==> config.mk <==
export PLATFORM = sky130hd
export DESIGN_NAME = osd_dii_typedemux
export DESIGN_NICKNAME = d
export VERILOG_FILES = /design/src/rtl/osd_dii_typedemux.sv
export SDC_FILE = /design/constraint.sdc
export NUM_CORES = 1
export LEC_CHECK = 0
export ABC_AREA = 1
export BUFFER_PORTS_ARGS = -buffer_cell sky130_fd_sc_hd__buf_2
export CAP_MARGIN = 15
export CORE_AREA = 2 2 77 79
export DETAILED_ROUTE_END_ITERATION = 16
export DIE_AREA = 0 0 79 81
export PLACE_DENSITY = 0.93
export REMOVE_ABC_BUFFERS = 1
export SYNTH_ARGS = -nofsm -noshare
export SYNTH_HDL_FRONTEND = slang
export SYNTH_SLANG_ARGS = --single-unit
==> constraint.sdc <==
create_clock -name clk -period 2.9 [get_ports clk]
set_input_delay 0.145 -clock clk [delete_from_list [all_inputs] [get_ports clk]]
set_output_delay 0.145 -clock clk [all_outputs]
set_load 0.01 [all_outputs]
==> src/rtl/osd_dii_typedemux.sv <==
// DII ingress type demultiplexer: buffers the two header flits of each packet,
// routes register-access packets to the register port and everything else to
// the event port, and counts packets it has to drop.
module osd_dii_typedemux #(
    parameter bit         ENABLE_EVT = 1'b1,
    parameter logic [1:0] REG_CLASS  = 2'b00
) (
    input  logic        clk,
    input  logic        rst,

    input  logic [15:0] in_data,
    input  logic        in_valid,
    input  logic        in_last,
    output logic        in_ready,

    output logic [15:0] reg_data,
    output logic        reg_valid,
    output logic        reg_last,
    input  logic        reg_ready,

    output logic [15:0] evt_data,
    output logic        evt_valid,
    output logic        evt_last,
    input  logic        evt_ready,

    output logic [15:0] drop_cnt
);

    typedef enum logic [2:0] {
        IDLE,
        HDR,
        EMIT0,
        EMIT1,
        STREAM,
        DROP
    } state_t;

    state_t      state;
    logic [15:0] hdr0;
    logic [15:0] hdr1;
    logic        sel;
    logic        last1;

    logic        accept;
    logic        hdr_evt;
    logic        hdr_drop;
    logic        port_valid;
    logic        port_ready;
    logic        port_last;
    logic [15:0] port_data;

    assign accept     = in_valid & in_ready;
    assign hdr_evt    = (in_data[15:14] != REG_CLASS);
    assign hdr_drop   = hdr_evt & ~ENABLE_EVT;
    assign port_ready = sel ? evt_ready : reg_ready;

    // Selected-port view of the datapath and ingress handshake for each state.
    always_comb begin
        in_ready   = 1'b0;
        port_valid = 1'b0;
        port_data  = '0;
        port_last  = 1'b0;
        if (rst) begin
            case (state)
                IDLE, HDR, DROP: in_ready = 1'b1;
                EMIT0: begin
                    port_valid = 1'b1;
                    port_data  = hdr0;
                end
                EMIT1: begin
                    port_valid = 1'b1;
                    port_data  = hdr1;
                    port_last  = last1;
                end
                STREAM: begin
                    port_valid = in_valid;
                    port_data  = in_valid ? in_data : '0;
                    port_last  = in_valid & in_last;
                    in_ready   = port_ready;
                end
                default: in_ready = 1'b0;
            endcase
        end
    end

    // Fan the selected-port view out to exactly one output port.
    always_comb begin
        reg_valid = port_valid & ~sel;
        reg_data  = reg_valid ? port_data : '0;
        reg_last  = reg_valid & port_last;
        evt_valid = port_valid & sel;
        evt_data  = evt_valid ? port_data : '0;
        evt_last  = evt_valid & port_last;
    end

    // Packet sequencing, header capture and saturating drop counter.
    always_ff @(posedge clk or negedge rst) begin
        if (!rst) begin
            state    <= IDLE;
            hdr0     <= '0;
            hdr1     <= '0;
            sel      <= 1'b0;
            last1    <= 1'b0;
            drop_cnt <= '0;
        end else begin
            case (state)
                IDLE: begin
                    if (accept) begin
                        hdr0 <= in_data;
                        if (in_last) begin
                            if (drop_cnt != '1) drop_cnt <= drop_cnt + 16'd1;
                        end else begin
                            state <= HDR;
                        end
                    end
                end
                HDR: begin
                    if (accept) begin
                        hdr1  <= in_data;
                        sel   <= hdr_evt;
                        last1 <= in_last;
                        if (hdr_drop) begin
                            if (drop_cnt != '1) drop_cnt <= drop_cnt + 16'd1;
                            state <= in_last ? IDLE : DROP;
                        end else begin
                            state <= EMIT0;
                        end
                    end
                end
                EMIT0: begin
                    if (port_ready) state <= EMIT1;
                end
                EMIT1: begin
                    if (port_ready) state <= last1 ? IDLE : STREAM;
                end
                STREAM: begin
                    if (accept && in_last) state <= IDLE;
                end
                DROP: begin
                    if (accept && in_last) state <= IDLE;
                end
                default: state <= IDLE;
            endcase
        end
    end

endmodule

==> results of run 1 <==
-- cell families after synthesis --
kind of cell | count (synthesis)
AND/OR/NAND/NOR | 232
flip-flops | 53
adder cells (fa/ha/maj) | 1
AO/OA/AOI/OAI | 54
XOR/XNOR | 12
buffers and inverters | 68
-- how the worst min path moves through the flow --
stage               slack (ns)                       to   startpoint  cells after the start
CTS                       0.06     hdr0[12]$_DFFE_PN0P_  in_data[12]                      3
global placement          0.38     hdr1[11]$_DFFE_PN0P_  in_data[11]                      3
global route              0.07     hdr0[11]$_DFFE_PN0P_  in_data[11]                      3
detailed placement        0.39     hdr0[12]$_DFFE_PN0P_  in_data[12]                      3
finish                    0.05  drop_cnt[7]$_DFFE_PN0P_          rst                      2
floorplan                -0.15  drop_cnt[0]$_DFFE_PN0P_          rst                      0
-- worst max-delay path: stages, from the launching register on --
cell and delay, ns:
dfrtp_1 0.45, nor2_1 0.16, nand2_1 0.36, o221ai_1 0.34, nand2_1 0.11, nor2_1 0.12
buf_2 0.14
-- metrics by stage --
step | area [µm²] | power (µW) | setup WS (ns) | std cells | hold WS (ns)
global route | 3550 | 2630 | 0.475 | 562 | 0.0739
detailed placement | 3460 | 2000 | 1.09 | 554 | 0.388
global placement | 3460 | 1940 | 1.10 | 554 | 0.380
finish | 3550 | 2420 | 0.759 | 562 | 0.0465
CTS | 3550 | 2440 | 0.740 | 562 | 0.0638
floorplan | 2990 | 1740 | 1.34 | 404 | -0.151
-- cells in the final DEF, fill, tap and decap left out, drive strengths merged, types with 2 or more instances in the layout --
cell type,netlist,final
buf,16,75
clkbuf,0,6
clkinv,0,2
dfrtp,53,53
inv,52,52
nand2,150,150
nand3,12,12
nand4,9,9
nor2,57,57
nor3,3,3
o211ai,4,4
o21ai,35,35
o221ai,13,13
xnor2,8,8
xor2,4,4
-- area by class of cell --
type	instances	area, µm²	area share
clock buffer	6	82.6	0.0232
clock inverter	2	13.8	0.00387
inverter	52	198	0.0556
multi-input combinational	299	1460	0.411
sequential	53	1330	0.373
tap	75	93.8	0.0264
timing repair buffer	75	378	0.106
-- layer usage --
| layer | vias up | GRT usage | wire [µm] |
|---|---|---|---|
| met2 | 103 | 0.414 | 3470 |
| met1 | 1378 | 0.289 | 2950 |
| li1 | 1456 | - | - |
| met4 | 0 | 0.0914 | 174 |
| met3 | 13 | 0.0489 | 451 |
| met5 | - | 0 | 0 |
-- power by group through the flow --
stage	registers (µW)	clock network (µW)	logic [µW]
detailed placement	1160	0	839
CTS	1150	449	844
global placement	1140	0	801
global route	1180	477	976
floorplan	1130	0	610
finish	1150	433	838
-- sequential cells by signal, summed over array words and instances (netlist names) --
register,count
last1,1
drop_cnt,16
state,3
hdr0,16
hdr1,16
sel,1
==> results.md, run 1 <==
- Status: complete, no violations
- Die Y-Extent: 81 µm
- PostCTS Resize Cnt: 0
- Most frequent cells after synthesis: nand2_1 (135), dfrtp_1 (53), nor2_1 (48), inv_1 (43), o21ai_0 (34)
- Internal Power: 1470 µW
- Xor-xnor portion of the synthesized cell area: 0.0339
- Seq cells post-synth: 53
- Slew Limit Fails: 0
- Max-cap violation count: 0
- Worst-path clk slew: 0.10 ns
- Most common cell in the netlist: nand2_1
- Clock root cell: clkbuf_8
- Comb pwr share: 0.346
- CTS tree: done
- R2R cell count: 7
- Initial antenna violation count: 0
- Netlist Area Pre-Place: 3100 µm²
- 1st-iter DRT viols: 130
- Final hold vios: 0
- P_sw: 944 µW
- Cell Pwr Density: 681 nW/µm²
- Setup Viol. Count Final: 0
- Final Wtd Congestion: 0.857
- Worst R2R End: sel$_DFFE_PN0P_
- Seq pwr share: 0.474
- Post-Synth Adder-Cell Area: 0.00404
- Ports: 75
- Yosys top cell by area: dfrtp_1
- N_diodes: 0
- Distinct cell type count after synthesis: 29
- Layout area overhead: 14.7%
- CP Data Required Time: 2.76 ns
- Hold Buf Count CTS: 0
- Peak Freq: 467 MHz
- Largest family of logic cells by synthesized area: simple AND/OR/NAND/NOR gates
- Clock power frac: 0.179
- H-Tree Depth: 2
- Worst-case clock skew: 0.00986 ns
- TritonRoute pass-1 iters: 4
- Post-synthesis compound-gate area fraction: 0.108
- FF-to-FF setup slack: 1.10 ns
- Port buffer count: 74
- Core ar.: 5680 µm²
- CTS Sinks: 53
- Mux share of post-synthesis cell area: 0
- Synth Flop Type: dfrtp_1
- Syn_area_per_cell: 7.37 µm²
- Routed vias: 2950
- RR Startpoint: state[2]$_DFFE_PN0P_
- Worst EP arrival: 2.00 ns
- Filler cells: 500
- Worst VDD drop: 0.395 mV
- Register area share after synthesis: 0.428
- Pleak: 0.00178 µW
- Max-slew headroom: 0.464
- Critical path origin: state[0]$_DFFE_PN0P_
- Global-route wire length before repair: 12100 µm
- DRT antenna net count: 0
- Yosys Warn Count: 0
- Setup TNS: 0 ns
- Asr flop ratio synth: 1.00
- Vias per inst: 5.25
- Total GRT Usage: 0.237
- Crit share post-route: 0.738
- Syn Inst Count: 420
- Post-synth EDFFs: 0
- Post-Synth Simple-Gate Area: 0.326
- Num CTS Buffers: 5
- GR Overflow Total: 0
- Postcts setup bufs: 0
- Die Wd: 79 µm
- Dpl hpwl: 4980 µm
- Largest net degree at the start of global routing: 70
- DR WL/cell: 12.5 µm
- Final min period: 2.14 ns
- Starting Density: 0.546
- Slew at the pin closest to its max-slew limit: 0.804 ns
- Die area: 6400 µm²
- Final #Nets: 509
- Clock Tree Buf Depth: 2
- Vias in the first global route: 2782
- Max FO, Critical Path: 17
- Number of remaining DRC errors: 0
- Layout cell share with drive strength beyond 1: 0.246
- Crit path launch type: register
- Critical path capture point: evt_data[5]
- Layout Utilization: 0.626
- Rows: 28
- Sw frac: 0.390
- CP Class: reg2out
- Worst hold path class: in2async
- RSZ-0062 raised after global routing: no
- WL final: 7040 µm
- Top cell type's share of synthesized area: 0.428
- CP Capture Type: output pin
- Worst-Skew Late Latency: 0.31 ns
- Top post-synthesis cells by area: dfrtp_1 (43%), nand2_1 (16%), nor2_1 (5.8%), o21ai_0 (5.5%), inv_1 (5.2%)
Power figures use the tool's default switching activity.
==> inputs of run 2 (changes only) <==
- CORE_AREA: 2 2 77 79 -> 2 2 83 85
- DIE_AREA: 0 0 79 81 -> 0 0 85 87
- PLACE_DENSITY: 0.93 -> 0.85
- clock period: 2.9 -> 1.8 ns (I/O delays scaled with it)
==> run 2 against run 1 <==
Effect of this change: the run now ends with setup timing left; via count up 6.8%; cell area up 16%; final cell count up 6.8%; hold slack worse by 0.039 ns; global-route usage down 0.71 points; critical endpoint is now evt_data[3].
==> results.md, run 2 (synthesis results as in run 1) <==
- CTS Sinks: 53 (unchanged)
- Core ar.: 6570 µm² (was 5680 µm²)
- Cell Pwr Density: 1090 nW/µm² (was 681 nW/µm²)
- 1st-iter DRT viols: 191 (was 130)
- Clock Tree Buf Depth: 2 (unchanged)
- Top Registers: drop_cnt (16), hdr0 (16), hdr1 (16) (unchanged)
- DR WL/cell: 14.3 µm (was 12.5 µm)
- Design Area, Final: 4110 µm² (was 3550 µm²)
- Hold Path End: hdr0[12]$_DFFE_PN0P_
- Setup TNS: -1.66 ns (was 0 ns)
- Initial antenna violation count: 0 (unchanged)
- Global-route wire length before repair: 13600 µm (was 12100 µm)
- Peak Freq: 533 MHz
- Vias per inst: 5.25 (about the same)
- H-Tree Depth: 2 (unchanged)
- Max-cap violation count: 0 (unchanged)
- Final hold slack: 0.00774 ns (was 0.0465 ns)
- Starting Density: 0.471 (was 0.546)
- Commonest non-fill, non-tap cell in the layout: nand2_1 (unchanged)
- Max-slew headroom: 0.446 (was 0.464)
- Largest net degree at the start of global routing: 36 (was 70)
- Crit share post-route: 1.04
- Buf/Inv on CP: 3 (was 1)
- Worst VDD drop: 0.642 mV (was 0.395 mV)
- N_diodes: 0 (unchanged)
- Pleak: 0.00197 µW (was 0.00178 µW)
- CTS tree: done (unchanged)
- Rows: 30 (was 28)
- Crit path launch type: register (unchanged)
- Layout area overhead: 32.8% (was 14.7%)
- GR Overflow Total: 0 (unchanged)
- RR Startpoint: state[2]$_DFFE_PN0P_ (unchanged)
- Max FO, Critical Path: 9 (was 17)
- Routed vias: 3152 (was 2950)
- TritonRoute pass-1 iters: 5 (was 4)
- Worst-Skew Late Latency: 0.31 ns (about the same)
- Slowest Stage Delay on Critical Path: 0.40 ns (was 0.45 ns)
- Layout cell share with drive strength beyond 1: 0.338 (was 0.246)
- Worst Hold Launch: in_data[12]
- CP Class: reg2out (unchanged)
- Worst hold path class: in2reg (was in2async)
- FF-to-FF setup slack: 0.08 ns (was 1.10 ns)
- Failing checks: setup timing
- Worst-case clock skew: 0.0116 ns (was 0.00986 ns)
- Die area: 7400 µm² (was 6400 µm²)
- Setup Viol. Count Final: 34 (was 0)
- Clock root cell: clkbuf_8 (unchanged)
- Slew Limit Fails: 0 (unchanged)
- Setup ws final: -0.0770 ns (was 0.759 ns)
- Total GRT Usage: 0.230 (was 0.237)
- DRT antenna net count: 0 (unchanged)
- Final #Nets: 543 (was 509)
- DP Area: 3540 µm² (was 3460 µm²)
- CP Data Required Time: 1.71 ns (was 2.76 ns)
- Final Wtd Congestion: 0.867 (was 0.857)
- Slowest cell on the critical path: dfrtp_1 (unchanged)
- Number of remaining DRC errors: 0 (unchanged)
- Worst-path clk slew: 0.10 ns (about the same)
- Commonest non-fill, non-tap cells in the layout: nand2_1 (134), buf_2 (71), dfrtp_1 (49) (was nand2_1 (135), buf_2 (74), dfrtp_1 (53))
- Slew at the pin closest to its max-slew limit: 0.828 ns (was 0.804 ns)
- Final hold vios: 0 (unchanged)
- Ports: 75 (unchanged)
- Die Y-Extent: 87 µm (was 81 µm)
- WL final: 8580 µm (was 7040 µm)
- CP Capture Type: output pin (unchanged)
- Final min period: 1.88 ns
- RSZ-0062 raised after global routing: yes (was no)
- Crit-path leading delay family: simple AND/OR/NAND/NOR gates (unchanged)
- Pre-CTS setup slack: 0.0857 ns (was 1.09 ns)
- Overall Power: 4470 µW (was 2420 µW)
- Port buffer count: 74 (unchanged)
- Dpl hpwl: 5170 µm (was 4980 µm)
- Crit path cell chain: inv_2 -> nor2_4 -> nand3_4 -> a21oi_4 -> buf_6 -> nand2_8 -> nor2_1 -> buf_2 (was nor2_1 -> nand2_1 -> o221ai_1 -> nand2_1 -> nor2_1 -> buf_2)
- R2R cell count: 10 (was 7)
- Status: complete, but fails checks (was complete, no violations)
- Vias in the first global route: 3024 (was 2782)
- Worst EP arrival: 1.79 ns (was 2.00 ns)
- Worst R2R End: hdr1[6]$_DFFE_PN0P_ (was sel$_DFFE_PN0P_)
- Die Wd: 85 µm (was 79 µm)
- Num CTS Buffers: 5 (unchanged)
- WHS Path Cells: 3
run 2: changes by cell type in the layout (fill, tap and decap cells not counted), sizes merged:
cell and delta:
clkinv -1, buf +28, nand2 +3, dlygate4sd3 +2, clkinvlp +1
run 2: per-layer routing:
| metal | up-vias | track usage | wire [µm] |
|---|---|---|---|
| met5 | - | 0 | 0 |
| li1 | 1524 | - | - |
| met3 | 15 | 0.0512 | 596 |
| met4 | 0 | 0.104 | 181 |
| met2 | 142 | 0.398 | 4320 |
| met1 | 1471 | 0.273 | 3490 |
run 2: how the worst max path moves through the flow:
stage | start | to | slack, ns | cells past startpoint
2_1_floorplan | drop_cnt[0]$_DFFE_PN0P_ | drop_cnt[11]$_DFFE_PN0P_ | 0.24 | 10
3_3_place_gp | drop_cnt[0]$_DFFE_PN0P_ | drop_cnt[13]$_DFFE_PN0P_ | 0.19 | 10
3_5_place_dp | drop_cnt[0]$_DFFE_PN0P_ | drop_cnt[12]$_DFFE_PN0P_ | 0.09 | 10
4_1_cts | sel$_DFFE_PN0P_ | sel$_DFFE_PN0P_ | -0.03 | 8
5_1_grt | state[0]$_DFFE_PN0P_ | reg_data[6] | -0.21 | 7
6_report | state[2]$_DFFE_PN0P_ | evt_data[3] | -0.08 | 8
run 2: timing repair:
| item | CTS | global route |
|---|---|---|
| cloned | 2 | 2 |
| hold buffers | 2 | 1 |
| pin swaps | 15 | 5 |
| hold endpoints to repair | 53 | 1 |
| resized for setup | 32 | 21 |
| buffers inserted | 10 | 10 |
| setup endpoints to repair | 36 | 87 |
run 2: tightest hold or removal path, delay by kind of cell:
kind                   cells  cell delay [ns]
AO/OA/AOI/OAI              1             0.06
buffers and inverters      1             0.09
AND/OR/NAND/NOR            1             0.05
run 2: layout make-up:
type	instances	area [µm²]
clock buffer	5	68.8
clock inverter	2	16.3
fill	539	2450
inverter	52	213
multi-input combinational	302	1660
sequential	53	1330
tap	80	100
timing repair buffer	106	722
run 2: stage by stage:
stage | util | instances
2_1_floorplan | - | 404
3_3_place_gp | 0.539 | 566
3_5_place_dp | 0.539 | 566
4_1_cts | 0.594 | 587
5_1_grt | 0.626 | 600
6_report | 0.626 | 600
run 2: power breakdown:
part	internal [µW]	total [µW]	switching [µW]	leakage, µW
Sequential	1620	1830	207	0.000670
Combinational	728	1960	1230	0.00126
Clock	269	676	407	0.0000402
